File: config.mk
export PLATFORM = sky130hd
export DESIGN_NAME = muxnx1_pipe
export DESIGN_NICKNAME = d
export VERILOG_FILES = /design/src/rtl/muxnx1_pkg.sv /design/src/rtl/muxnx1_sel.sv /design/src/rtl/muxnx1_pipe.sv
export SDC_FILE = /design/constraint.sdc
export NUM_CORES = 1
export LEC_CHECK = 0
export BUFFER_PORTS_ARGS = -buffer_cell sky130_fd_sc_hd__buf_4
export CORE_UTILIZATION = 46
export DETAILED_ROUTE_END_ITERATION = 8
export GPL_TIMING_DRIVEN = 0
export PLACE_DENSITY_LB_ADDON = 0.12
export SLEW_MARGIN = 25
export SYNTH_ARGS = -nofsm -noshare
export SYNTH_HDL_FRONTEND = slang
export SYNTH_SLANG_ARGS = --single-unit
File: constraint.sdc
create_clock -name clk -period 2 [get_ports clk]
set_input_delay 0 -clock clk [delete_from_list [all_inputs] [get_ports clk]]
set_output_delay 0 -clock clk [all_outputs]
set_load 0.01 [all_outputs]
File: src/rtl/muxnx1_pkg.sv
// Shared definitions for the registered N-to-1 pipeline mux.
package muxnx1_pkg;

   // Occupancy of the output register (OR) and skid register (SK).
   typedef enum logic [1:0] {
      ST_EMPTY = 2'd0,   // OR invalid
      ST_ONE   = 2'd1,   // OR valid, SK empty
      ST_FULL  = 2'd2    // OR and SK valid
   } state_t;

   // Select width: clog2(n), but never narrower than one bit.
   function automatic int sel_w(input int n);
      int w;
      w = $clog2(n);
      return (w < 1) ? 1 : w;
   endfunction

endpackage

File: src/rtl/muxnx1_sel.sv
// Combinational decode: picks input[sel]; out-of-range selects give zero data
// with the error flag raised so the output is never X.
module muxnx1_sel
   import muxnx1_pkg::*;
#(
   parameter  int WIDTH = 32,
   parameter  int N_IN  = 4,
   localparam int SEL_W = sel_w(N_IN)
) (
   input  logic [N_IN*WIDTH-1:0] in_data,
   input  logic [SEL_W-1:0]      sel,
   output logic [WIDTH-1:0]      out_data,
   output logic                  out_sel_err
);

   // One masked word per input; at most one is non-zero.
   logic [WIDTH-1:0] w_terms [N_IN];

   for (genvar gi = 0; gi < N_IN; gi++) begin : g_term
      assign w_terms[gi] = (int'(sel) == gi) ? in_data[gi*WIDTH +: WIDTH] : '0;
   end

   // OR-reduce the masked words; an out-of-range select matches none and yields zero.
   always_comb begin
      out_data = '0;
      for (int i = 0; i < N_IN; i++) begin
         out_data = out_data | w_terms[i];
      end
   end

   assign out_sel_err = (int'(sel) >= N_IN);

endmodule

File: src/rtl/muxnx1_pipe.sv
// Registered N-to-1 mux with valid/ready handshake, 2-entry skid storage,
// synchronous flush and a saturating out-of-range select counter.
module muxnx1_pipe
   import muxnx1_pkg::*;
#(
   parameter  int WIDTH = 32,
   parameter  int N_IN  = 4,
   parameter  int CNT_W = 8,
   localparam int SEL_W = sel_w(N_IN)
) (
   input  logic                  clk,
   input  logic                  rst_n,
   input  logic [N_IN*WIDTH-1:0] in_data,
   input  logic [SEL_W-1:0]      sel,
   input  logic                  in_valid,
   output logic                  in_ready,
   input  logic                  flush,
   input  logic                  err_clr,
   output logic [WIDTH-1:0]      out_data,
   output logic                  out_sel_err,
   output logic                  out_valid,
   input  logic                  out_ready,
   output logic                  err_sticky,
   output logic [CNT_W-1:0]      err_count
);

   // A beat as stored: selected data plus its out-of-range flag. Kept local
   // because its width follows the WIDTH parameter of each instance.
   typedef struct packed {
      logic [WIDTH-1:0] data;
      logic             sel_err;
   } beat_t;

   logic [WIDTH-1:0] w_sel_data;
   logic             w_sel_err;
   beat_t            w_new;
   logic             w_accept;
   logic             w_drain;
   state_t           w_state_next;
   logic             w_load_or;
   logic             w_load_sk;
   logic             w_sk_to_or;

   state_t           r_state;
   beat_t            r_or;
   beat_t            r_sk;
   logic             r_in_ready;
   logic             r_err_sticky;
   logic [CNT_W-1:0] r_err_count;

   muxnx1_sel #(
      .WIDTH (WIDTH),
      .N_IN  (N_IN)
   ) u_sel (
      .in_data     (in_data),
      .sel         (sel),
      .out_data    (w_sel_data),
      .out_sel_err (w_sel_err)
   );

   assign w_new    = '{data: w_sel_data, sel_err: w_sel_err};
   assign w_accept = in_valid & r_in_ready;
   assign w_drain  = (r_state != ST_EMPTY) & out_ready;

   // Next occupancy and which register loads what; FULL never accepts since in_ready=0.
   always_comb begin
      w_state_next = r_state;
      w_load_or    = 1'b0;
      w_load_sk    = 1'b0;
      w_sk_to_or   = 1'b0;
      case (r_state)
         ST_EMPTY: begin
            if (w_accept) begin
               w_state_next = ST_ONE;
               w_load_or    = 1'b1;
            end
         end
         ST_ONE: begin
            if (w_accept && !w_drain) begin
               w_state_next = ST_FULL;
               w_load_sk    = 1'b1;
            end else if (w_accept && w_drain) begin
               w_load_or    = 1'b1;
            end else if (w_drain) begin
               w_state_next = ST_EMPTY;
            end
         end
         ST_FULL: begin
            if (w_drain) begin
               w_state_next = ST_ONE;
               w_sk_to_or   = 1'b1;
            end
         end
         default: w_state_next = ST_EMPTY;
      endcase
   end

   // Storage and FSM update; flush empties the pipe but leaves OR contents visible.
   always_ff @(posedge clk) begin
      if (!rst_n) begin
         r_state    <= ST_EMPTY;
         r_in_ready <= 1'b1;
         r_or       <= '0;
         r_sk       <= '0;
      end else if (flush) begin
         r_state    <= ST_EMPTY;
         r_in_ready <= 1'b1;
      end else begin
         r_state    <= w_state_next;
         // Registered ready: no combinational path from out_ready.
         r_in_ready <= (w_state_next != ST_FULL);
         if (w_load_or) begin
            r_or <= w_new;
         end else if (w_sk_to_or) begin
            r_or <= r_sk;
         end
         if (w_load_sk) begin
            r_sk <= w_new;
         end
      end
   end

   // Sticky flag and saturating counter for accepted out-of-range selects; clear wins.
   always_ff @(posedge clk) begin
      if (!rst_n) begin
         r_err_sticky <= 1'b0;
         r_err_count  <= '0;
      end else if (err_clr) begin
         r_err_sticky <= 1'b0;
         r_err_count  <= '0;
      end else if (w_accept && w_sel_err && !flush) begin
         r_err_sticky <= 1'b1;
         if (r_err_count != '1) begin
            r_err_count <= r_err_count + 1'b1;
         end
      end
   end

   assign in_ready    = r_in_ready;
   assign out_valid   = (r_state != ST_EMPTY);
   assign out_data    = r_or.data;
   assign out_sel_err = r_or.sel_err;
   assign err_sticky  = r_err_sticky;
   assign err_count   = r_err_count;

endmodule

# Word-level counts from Yosys, hierarchy flattened
# Index checks and enable logic that the tools add are counted.
# word_totals
ff_bits	68
output_inout_bits	44
elab_cells	48
# op_classes
n_eq_ne	6
muxes	20
bitwise_logic	7
n_reduce_logical	10
# ops
op	n
two-way mux 32 bit	4
bitwise OR 32 bit	3
two-way mux 33 bit	2
two-way mux 2 bit	5
two-way mux 1 bit	7
== test 2 bit (second input constant)	3
case mux 2 bit (3 select lines)	1
== test 2 x 1 -> 1 bit (second input constant)	2
zero test 2 bit	2
AND reduction 2 bit	2
nonzero test 2 bit	2
bitwise AND 1 bit	2
logical AND 1 bit	2
inequality test 2 bit (second input constant)	1
inverter 1 bit	2
case mux 1 bit (2 select lines)	1
OR reduction 2 bit	1
zero test 1 bit	1

# Depth between registers and ports, before layout
# logic_depth
word_depth	8
mapped_depth	6

# Cells and area by module
# A second synthesis with hierarchy kept.
# hier_totals
hier_cells	400
area_unflattened_um2	4085.2
# by_module_without_submodules
module	instances	cells_per_inst	area_each_um2	seq_area_each_um2
muxnx1_pipe	1	358	3255.6	1561.5
muxnx1_sel	1	42	829.5	0.0

# Worst setup path before layout
# No wires, ideal clock.
# synth_timing
path_kind	register to register
from	register r_in_ready, in the netlist in_ready
to	register r_sk[10] (netlist bit)
arrival_ps	1328
required_ps	1878
slack_ps	550
path_stages_with_launch	7
n_path_buf	2
synth_period_minus_slack_ps	1450
path_cell_list	dfxtp_1 nand3b_1 or3_1 clkbuf_1 buf_2 nand2_1 a21boi_0
# synth_via
elab_chain_len	5
# synth_lines
item	line	rtl
start, declared	muxnx1_pipe.sv:47	logic r_in_ready;
start signal, assigned	muxnx1_pipe.sv:111	r_in_ready <= (w_state_next != ST_FULL);
bitwise AND 1 bit	muxnx1_pipe.sv:62	assign w_accept = in_valid & r_in_ready;
logical AND 1 bit	muxnx1_pipe.sv:79	if (w_accept && !w_drain) begin
two-way mux 1 bit	muxnx1_pipe.sv:79	
two-way mux 1 bit	muxnx1_pipe.sv:71	case (r_state)
AND reduction 2 bit (no line)	-	
end signal, assigned	muxnx1_pipe.sv:118	r_sk <= w_new;
end, declared	muxnx1_pipe.sv:46	beat_t r_sk;
# Every way passes these cells.
# A chain may end at the register's enable or synchronous reset.

# Final worst setup path
# layout_timing
from	register r_in_ready, in the netlist in_ready
to	register r_or (netlist bit out_data[12])
# layout_via
elab_chain_len	7
word_cells_on_any_way	10
classes_between	mux (5); bitwise (1); reduce/logical (4)
# layout_lines
item	line	rtl
bitwise AND 1 bit *	muxnx1_pipe.sv:62	
logical AND 1 bit	muxnx1_pipe.sv:82	end else if (w_accept && w_drain) begin
two-way mux 1 bit	muxnx1_pipe.sv:82	
two-way mux 1 bit	muxnx1_pipe.sv:79	
case mux 1 bit (2 select lines) *	muxnx1_pipe.sv:71	
nonzero test 2 bit (no line)	-	
AND reduction 2 bit (no line)	-	
end signal, assigned	muxnx1_pipe.sv:113	r_or <= w_new;
end signal, assigned	muxnx1_pipe.sv:115	r_or <= r_sk;
end, declared	muxnx1_pipe.sv:45	beat_t r_or;
# Every way passes the cells marked *; elsewhere a longest branch is shown, timed or not.

==> metrics.md <==
| Metric | Value |
|---|---|
| Status | `finished, final reports clean` |
| Final instance area | `a little over 5000 µm²` |
| Synth Area in Compound Gates | `between 10% and 20%` |
| Switching Share | `a little over a quarter` |
| End of the worst register-to-register path | `out_data[12]` |
| Worst Skew | `~0.0064 ns` |
| Worst path required time | `~2.3 ns` |
| Worst Hold Class | `input port to register` |
| Fin cells | `about 680` |
| # IOs | `180` |
| Width of the die | `~90 µm` |
| Starting DRT DRC Count | `approximately 180` |
| Final Max Tran Viols | `0` |
| Reg area | `around 1300 µm²` |
| Simple-Gate Fraction of Synth Area | `between 15 and 20%` |
| Slew headroom | `approximately 66%` |
| Combinational fraction of design power | `~23%` |
| GRT Total Usage | `between 20% and 30%` |
| Register share of total power | `between 40% and 50%` |
| Slew at the pin closest to its max-slew limit | `between 0.5 and 0.6 ns` |
| Overall Power | `~3.3 mW` |
| Global-route wire length before repair | `15.4 mm` |
| Layout Utilization | `just over 70%` |
| Hold Path Stages | `4` |
| Setup TNS | `0 ns` |
| Worst vdd ir | `between 0.3 and 0.4 mV` |
| Drt first pass iters | `4` |
| Synth area leaders | `dfxtp_1 38%, mux4_2 20%, nand2_1 14%` |
| Synth Cell Area | `about 3500 µm²` |
| Post-synthesis adder-cell area fraction | `0%` |
| Reg2reg start | `in_ready` |
| PortBufs | `between 150 and 200` |
| Min Tclk post-route | `around 1.8 ns` |
| Row cnt | `31` |
| CTS sink count | `67` |
| Pin count of the biggest net entering global routing | `12` |
| DRT Wirelength | `~10 mm` |
| Crit-path cells | `nand3b_1 -> nor2_2 -> buf_1 -> nand2_1 -> a31oi_1` |
| Critical-path top delay cell | `buf_1` |
| Flops & latches, synth | `67` |
| Placed inst area | `slightly below 5000 µm²` |
| Max_cap viols | `0` |
| Synth Area per Inst | `9.07 µm²` |
| CTS tree | `built` |
| Vias per cell | `around 5.3` |
| Area fraction of the dominant cell type after synthesis | `between 30% and 40%` |
| Static Leak | `2.16 nW` |
| Nature of the critical path endpoint | `register` |
| CP peak stage delay | `approximately 0.45 ns` |
| DR WL/cell | `14.7 µm` |
| Die Y | `89.6 µm` |
| CTS Buf Count | `9` |
| Crit start category | `register` |
| Core ar. | `~7300 µm²` |
| ANT cells | `0` |
| Placed instance count | `around 660` |
| Max Fclk | `about 0.55 GHz` |
| RSZ-0062 raised after global routing | `false` |
| Root Driver | `clkbuf_8` |
| Internal cell power | `approximately 2.4 mW` |
| Clock Tree Buf Depth | `2` |
| NetSw | `between 800 and 900 µW` |
| PwrDens | `634 nW/µm²` |
| Area of the multi-input gates | `~2000 µm²` |
| Clock power frac | `about a third` |
| Area grow syn2layout | `46.8%` |
| Final Hold Fails | `0` |
| Post-synthesis mux area share | `20.7%` |
| H-tree Lvls | `3` |
| FILL cells | `a little under 600` |
| Post-synthesis cell count | `389` |
| Xor/xnor share of the synthesized area | `0%` |
| Critical path class | `register to register` |
| Initial Util | `48.1%` |
| Fin crit share | `approximately 90%` |
| Synth warnings | `0` |
| Vias in the first global route | `roughly 3.4k` |
| Final HPWL DP | `around 7.4 mm` |
| Nets | `715` |
| R2r worst-path depth | `5` |
| Final setup vio count | `0` |
| Worst R2R Setup Slack | `0.19 ns` |
| Vias post-DR | `3624` |
| Full die area | `between 8000 and 9000 µm²` |
| Reg clk slew, reported paths | `approximately 0.070 ns` |
| Crit path capture | `out_data[12]` |
| Main combinational cell family by area after synthesis | `multiplexers` |
| Number of distinct library cells after synthesis | `29` |
| Gp weighted congestion | `between 0.8 and 0.9` |
| Ratio of cells with drive above 1 in the final layout | `41.6%` |
| Initial antenna violation count | `0` |
| Critical path peak fanout | `10` |
| Worst EP arrival | `between 2 and 2.5 ns` |
| Sequential fraction of the synthesis area | `38.0%` |
| Crit path from | `in_ready` |
| Drt drc | `0` |
| Later-pin clock latency in the skew report | `between 0.3 and 0.4 ns` |
| GRT overflow | `0` |
| Detail Route Antenna Nets | `0` |
| Post-synth top area cell | `dfxtp_1` |
## power groups by stage
stage                     Sequential, mW  Clock (mW)  Combinational, mW
after floorplan                     1.48           0              0.343
after global placement              1.46           0              0.718
after detailed placement            1.46           0              0.729
after CTS                           1.43        1.12              0.737
after global routing                1.43        1.19              0.804
final                               1.43        1.11              0.737
## critical path: cells and delay by family (launching register included)
family | cells | cell delay (ns)
simple gates | 3 | 0.67
buf+inv | 1 | 0.45
flops | 1 | 0.44
compound gates | 1 | 0.17
## per-layer routing
metal	share of wire (%)	wire, µm	GRT usage [%]	vias to the layer above
met4	1.8	182	9.09	0
met1	41	4080	31.7	1697
met3	8.2	830	6.00	13
met2	49	4980	43.7	169
li1	-	-	-	1745
met5	0	0	0	-
## per-stage QoR
stage | hold WS [ns] | setup WS [ns]
after detailed placement | 0.263 | 0.132
after CTS | 0.000142 | 0.127
final | 0.0222 | 0.193
after floorplan | 0.124 | 0.550
after global placement | 0.253 | 0.187
after global routing | 0.0401 | 0.0531
## Yosys cell counts
| library cell | number |
|---|---|
| buf_1 | 1 |
| a21oi_1 | 1 |
| and3b_1 | 1 |
| o21ai_1 | 28 |
| nand2_1 | 129 |
| or3_1 | 2 |
| buf_2 | 13 |
| mux2i_1 | 1 |
| clkbuf_1 | 17 |
| dfxtp_1 | 67 |
| mux4_2 | 32 |
| nor2_1 | 1 |
| a31oi_1 | 33 |
| nor3_2 | 1 |
| or2_2 | 1 |
| buf_4 | 13 |
| and3_1 | 1 |
| nand3b_1 | 2 |
| a21boi_1 | 15 |
| conb_1 | 1 |
| nand4b_1 | 1 |
| nand2b_1 | 2 |
| a31oi_2 | 1 |
| inv_1 | 1 |
| a21boi_0 | 17 |
| nand4bb_1 | 1 |
| o21ai_0 | 4 |
| nor2b_1 | 1 |
| o21bai_1 | 1 |
## layout make-up
class | count | area share (%)
multi-input cells | 286 | 38.6
clock buffers | 11 | 2.73
inverters | 1 | 0.0725
well taps | 99 | 2.39
repair buffers | 170 | 24.8
clock inverters | 5 | 1.02
plain buffers | 44 | 4.45
flip-flops and latches | 67 | 25.9
## flip-flops by register name, summed over array words and instances, names as in the netlist
signal	cells
in_ready	1
out_data	32
r_sk	32
r_state	2
## kinds of logic after synthesis
family / count (synthesis)
simple gates: 143
compound gates: 100
flops: 67
buf+inv: 45
mux: 33
other cells: 1
## cell usage in the layout (no fill, tap or decap), drive strengths merged
cell type    Yosys  routed
o21bai           1       1
dfxtp           67      67
dlygate4sd3      0       4
nor2b            1       1
mux4            32      32
buf             27     194
or3              2       2
clkinvlp         0       1
nand3b           2       2
nor2             1       1
conb             1      10
nand2b           2       2
a21oi            1       1
clkbuf          17      27
nor3             1       1
and3b            1       1
mux2i            1       1
o21ai           32      32
a31oi           34      34
a21boi          32      32
nand4bb          1       1
or2              1       1
nand2          129     129
clkinv           0       3
bufinv           0       1
and3             1       1
nand4b           1       1
inv              1       1
## worst min path at each step
stage | startpoint | to | slack (ns)
floorplan | out_ready | in_ready | 0.12
global placement | out_ready | in_ready | 0.25
detailed placement | out_ready | in_ready | 0.26
CTS | flush | r_sk[26] | 0.0001
global route | flush | r_sk[26] | 0.04
finish | flush | r_sk[26] | 0.02
## repair_timing
action | CTS | global route
endpoints found under the hold margin | 3 | 0
setup endpoints to repair | 0 | 26
hold buffers | 4 | 0
buffers inserted | 0 | 0
gates resized for setup | 0 | 3
Power figures use the tool's default switching activity.
